`config.mk`:
```
export PLATFORM = sky130hd
export DESIGN_NAME = game_ctrl
export DESIGN_NICKNAME = d
export VERILOG_FILES = /design/src/rtl/game_ctrl.sv
export SDC_FILE = /design/constraint.sdc
export NUM_CORES = 1
export LEC_CHECK = 0
export CAP_MARGIN = 10
export CORE_MARGIN = 1.5
export CORE_UTILIZATION = 50
export DETAILED_ROUTE_END_ITERATION = 6
export PLACE_DENSITY = 0.85
export SLEW_MARGIN = 25
export SYNTH_ARGS = -nofsm -noshare
export SYNTH_HDL_FRONTEND = slang
export SYNTH_SLANG_ARGS = --single-unit
```
`constraint.sdc`:
```
create_clock -name clk -period 3.4 [get_ports clk]
set_input_delay 0.34 -clock clk [delete_from_list [all_inputs] [get_ports clk]]
set_output_delay 0.34 -clock clk [all_outputs]
set_load 0.01 [all_outputs]
```
`src/rtl/game_ctrl.sv`:
```
// game_ctrl: deadline-game sequencer.
// Owns the IDLE/PLAY/WIN/LOSE state machine and the BCD seconds countdown.
// The starting tens digit comes from the difficulty switches. Every output is
// a register loaded from the next-state values, so the reminder flags and
// win/lose flags change on the same edge as state and time.
module game_ctrl #(
  parameter int FRAMES_PER_SEC = 60,
  parameter int BASE_TENS      = 6,
  parameter int MIN_TENS       = 1
) (
  input  logic       clk,
  input  logic       rst,
  input  logic       frame_tick,
  input  logic       start,
  input  logic [2:0] diff,
  input  logic       win_evt,
  input  logic       lose_evt,
  output logic [1:0] state,
  output logic       play_en,
  output logic       win,
  output logic       lose,
  output logic       end_game,
  output logic [3:0] secs_t,
  output logic [3:0] secs_u,
  output logic       reminder_flag1,
  output logic       reminder_flag2
);

  localparam int FW = (FRAMES_PER_SEC > 1) ? $clog2(FRAMES_PER_SEC) : 1;
  localparam logic [FW-1:0]     FRAME_LAST = FW'(FRAMES_PER_SEC - 1);
  localparam logic signed [4:0] BASE_S     = 5'(BASE_TENS);
  localparam logic signed [4:0] MIN_S      = 5'(MIN_TENS);

  typedef enum logic [1:0] {
    IDLE = 2'b00,
    PLAY = 2'b01,
    WIN  = 2'b10,
    LOSE = 2'b11
  } state_t;

  state_t        st, st_n;
  logic          start_q;
  logic          start_rise;
  logic [FW-1:0] frame_cnt, frame_n;
  logic [3:0]    tens_load;
  logic [3:0]    t_n, u_n;
  logic [7:0]    dec_val;

  // Starting tens digit: base minus difficulty, saturated at the floor.
  // Five signed bits keep the negative intermediate (e.g. 6-7) representable.
  function automatic logic [3:0] clamp_tens(input logic [2:0] d);
    logic signed [4:0] raw;
    raw = BASE_S - $signed({2'b00, d});
    if (raw < MIN_S) return MIN_S[3:0];
    else             return raw[3:0];
  endfunction

  // Two-digit BCD decrement that sticks at 00 instead of wrapping.
  function automatic logic [7:0] bcd_dec(input logic [7:0] tu);
    if (tu == 8'h00)          return 8'h00;
    else if (tu[3:0] != 4'd0) return {tu[7:4], tu[3:0] - 4'd1};
    else                      return {tu[7:4] - 4'd1, 4'd9};
  endfunction

  // Next-state, next-time and next-frame-count logic.
  always_comb begin
    start_rise = start & ~start_q;
    tens_load  = clamp_tens(diff);
    dec_val    = bcd_dec({secs_t, secs_u});
    st_n       = st;
    t_n        = secs_t;
    u_n        = secs_u;
    frame_n    = frame_cnt;
    case (st)
      IDLE: begin
        t_n     = tens_load;
        u_n     = 4'd0;
        frame_n = '0;
        if (start_rise) st_n = PLAY;
      end
      PLAY: begin
        // Events outrank expiry; an event edge never decrements the time.
        if (lose_evt) begin
          st_n = LOSE;
        end else if (win_evt) begin
          st_n = WIN;
        end else if (frame_tick) begin
          if (frame_cnt == FRAME_LAST) begin
            frame_n    = '0;
            {t_n, u_n} = dec_val;
            if (dec_val == 8'h00) st_n = LOSE;
          end else begin
            frame_n = frame_cnt + FW'(1);
          end
        end
      end
      WIN, LOSE: begin
        // Time stays frozen until a fresh start press returns to IDLE.
        if (start_rise) begin
          st_n    = IDLE;
          t_n     = tens_load;
          u_n     = 4'd0;
          frame_n = '0;
        end
      end
      default: st_n = IDLE;
    endcase
  end

  // State, time and registered output flags; synchronous active-low reset.
  always_ff @(posedge clk) begin
    if (!rst) begin
      st             <= IDLE;
      start_q        <= 1'b0;
      frame_cnt      <= '0;
      secs_t         <= 4'd0;
      secs_u         <= 4'd0;
      play_en        <= 1'b0;
      win            <= 1'b0;
      lose           <= 1'b0;
      end_game       <= 1'b0;
      reminder_flag1 <= 1'b0;
      reminder_flag2 <= 1'b0;
    end else begin
      st             <= st_n;
      start_q        <= start;
      frame_cnt      <= frame_n;
      secs_t         <= t_n;
      secs_u         <= u_n;
      play_en        <= (st_n == PLAY);
      win            <= (st_n == WIN);
      lose           <= (st_n == LOSE);
      end_game       <= (st_n == WIN) || (st_n == LOSE);
      reminder_flag1 <= (st_n == PLAY) && (t_n == 4'd1);
      reminder_flag2 <= (st_n == PLAY) && (t_n == 4'd0);
    end
  end

  assign state = st;

endmodule

```
==> results.json <==
{
  "end_kind": "flop",
  "design_area_um2": 1540,
  "synth-seq-cells": 22,
  "final_nets": 186,
  "tritoncts": "done",
  "outcome": "finished clean",
  "seq_area_frac_synth": 0.359,
  "fin_skew_ns": 0.0164,
  "ir_drop_mv": 0.236,
  "combPwrFrac": 0.203,
  "synthTopCellsByArea": "dfxtp_1 (36%), nor2_1 (6.4%), ha_1 (6.1%)",
  "chipHeight_um": 52.5,
  "cts_made_buffers": 3,
  "worstHoldPathCells": 2,
  "path_class": "reg -> reg",
  "drc": 0,
  "antennaDiodeCount": 0,
  "synth.top_cell.area_share": 0.359,
  "wl_per_cell_um": 13.8,
  "p_int_uw": 446,
  "drtIter0Drc": 36,
  "switching_share": 0.263,
  "post-route-util": 0.682,
  "vias_per_cell": 5.70,
  "initial_utilization": 0.544,
  "path_max_fanout": 9,
  "antenna_found_initial": 0,
  "max_freq_mhz": 433,
  "power-per-cell-area_nw_per_um2": 393,
  "grt_pass1_vias": 996,
  "fp.dieW_um": 52.5,
  "grt_max_degree": 14,
  "clock_latency_ns": 0.32,
  "power_leakage_nw": 0.592,
  "slew-limit-headroom": 0.638,
  "dp_hpwl_um": 2160,
  "clkTransAtPathRegs_ns": 0.14,
  "p_sw_uw": 159,
  "clock_path_buffers": 2,
  "worst_hold_slack_ns": 0.509,
  "rsz0062_at_grt": "no",
  "tightest_slew_ns": 0.543,
  "finalCriticalPeriod_ns": 2.31,
  "place.gp.congestion": 0.879,
  "p_seq_frac": 0.461,
  "slew_viol_final": 0,
  "cts_resized": 0,
  "finalCritPeriodShare": 0.680,
  "timing.max_cap.violations": 0,
  "wl_um": 2730,
  "clock-sinks": 22,
  "netlist_instances": 145,
  "synth_cell_types": 45,
  "wirelength_met1_um": 1220,
  "met3_length_um": 81,
  "yosys_warnings": 0,
  "placed_area_um2": 1490,
  "grt_pass1_wl_um": 4390,
  "setup_violations": 0,
  "dp_slack_ns": 0.799,
  "avgSynthCellArea_um2": 8.46,
  "route.met2.wl_um": 1390,
  "critPathArrivalTime_ns": 2.54,
  "core_um2": 2250,
  "ant_nets": 0,
  "ios": 25,
  "yosys.area.top_type": "dfxtp_1",
  "hp-class": "reg -> reg",
  "cp-start-kind": "flop",
  "area_delta_synth_final_pct": 25.4,
  "syn_area_um2": 1230,
  "synth_fp_nets": 160,
  "worstPathRequired_ns": 3.63,
  "port_buffers": 24,
  "hold_buffers": 0,
  "ctsRootBufferMaster": "clkbuf_4",
  "drtPass1Iterations": 4,
  "tns_ns": 0,
  "dieArea_um2": 2760,
  "reg2reg_depth": 8,
  "cts_setup_buffers": 0,
  "vias": 1129,
  "grtUsageTotal": 0.217,
  "grt.overflow.total": 0,
  "top_layer_used": "met4",
  "finalWorstSetupSlack_ns": 1.09,
  "clockPowerShare": 0.336,
  "cts.htree.levels": 1,
  "drive_gt1_frac": 0.0765,
  "final-hold-violation-count": 0,
  "num_rows": 17
}
==> cell families (layout without fill, tap and decap cells) <==
group	Yosys count	after routing	synth area share
compound gates	37	37	0.203
xor+xnor	4	4	0.0286
fa+ha+maj	6	6	0.0612
buf+inv	13	38	0.0439
flops	22	22	0.359
mux	1	1	0.00816
simple gates	62	62	0.296
==> cells in the final DEF (no fill, tap or decap), types with 2 or more instances in the layout <==
master,count
nand2b_1,4
nor2_1,21
nand3_1,2
dfxtp_1,22
o21ai_1,2
nor3_1,2
and2_1,4
and3_1,2
a21oi_1,10
inv_1,9
nor4_1,3
or4_1,2
ha_1,6
xnor2_1,3
a211o_1,2
or2_2,3
o21ai_0,8
nand2_1,9
o31ai_1,4
a211oi_1,2
clkdlybuf4s50_1,24
clkbuf_4,3
==> power by group through the flow <==
stage / combinational (mW) / sequential, mW / clock, mW
finish: 0.123 / 0.279 / 0.203
global route: 0.134 / 0.281 / 0.216
CTS: 0.122 / 0.279 / 0.206
detailed placement: 0.122 / 0.285 / 0
global placement: 0.118 / 0.284 / 0
floorplan: 0.0678 / 0.288 / 0
==> metal layers <==
metal / vias up / GRT usage
met1: 529 / 0.268
met3: 4 / 0.0257
met2: 25 / 0.373
li1: 571 / -
met5: - / 0
met4: 0 / 0.0983
==> worst paths after layout <==
check	start	endpoint	slack [ns]
hold / removal	frame_cnt[5]$_SDFFE_PN0P_	frame_cnt[5]$_SDFFE_PN0P_	0.51
setup / recovery	secs_u[0]$_SDFFE_PN0P_	reminder_flag2$_SDFF_PN0_	1.09
hold reg to reg	frame_cnt[5]$_SDFFE_PN0P_	frame_cnt[5]$_SDFFE_PN0P_	0.51
setup reg to reg	secs_u[0]$_SDFFE_PN0P_	reminder_flag2$_SDFF_PN0_	1.09
==> cell type report <==
class / count / area, um2
inverter: 10 / 37.5
timing repair buffer: 24 / 240
multi-input combinational: 110 / 732
clock inverter: 1 / 30.0
sequential: 22 / 440
clock buffer: 3 / 22.5
fill: 191 / 717
tap: 28 / 35.0
==> sequential cells by signal (all words and copies together), names as in the netlist <==
signal          flops
reminder_flag1      1
reminder_flag2      1
frame_cnt           6
start_q             1
play_en             1
win                 1
secs_u              4
lose                1
state               2
secs_t              4
==> critical path: stages (launching register included) <==
cell	delay, ns
dfxtp_1	0.36
inv_1	0.12
ha_1	0.20
nor3b_4	0.41
mux2i_1	0.23
o2111ai_1	0.12
a211oi_1	0.46
nand2b_1	0.24
nor4_1	0.07
==> cells in the mapped netlist (all sizes together) <==
| master | number |
|---|---|
| inv | 9 |
| nand4b | 1 |
| a211o | 2 |
| a22oi | 1 |
| and3b | 1 |
| clkbuf | 1 |
| xnor2 | 3 |
| nor2b | 1 |
| a32oi | 1 |
| nor3 | 2 |
| a211oi | 2 |
| and3 | 2 |
| ha | 6 |
| and4 | 1 |
| a31oi | 1 |
| buf | 2 |
| o21a | 1 |
| nor2 | 21 |
| xor2 | 1 |
| nor4b | 2 |
| or2 | 3 |
| o21ba | 1 |
| nand2 | 9 |
| or3b | 1 |
| nor4 | 4 |
| or4 | 2 |
| nand2b | 4 |
| o22ai | 1 |
| a21oi | 10 |
| o21ai | 10 |
| mux2i | 1 |
| nand3 | 2 |
| o311a | 1 |
| or4b | 1 |
| clkinv | 1 |
| nor3b | 1 |
| o2111ai | 1 |
| o31ai | 4 |
| a2111oi | 1 |
| dfxtp | 22 |
| and2 | 4 |
==> stage by stage <==
stage          power (mW)  instances
2_1_floorplan       0.356        145
3_3_place_gp        0.403        194
3_5_place_dp        0.407        194
4_1_cts             0.607        198
5_1_grt             0.630        198
6_report            0.605        198
(Power assumes the default switching activity.)
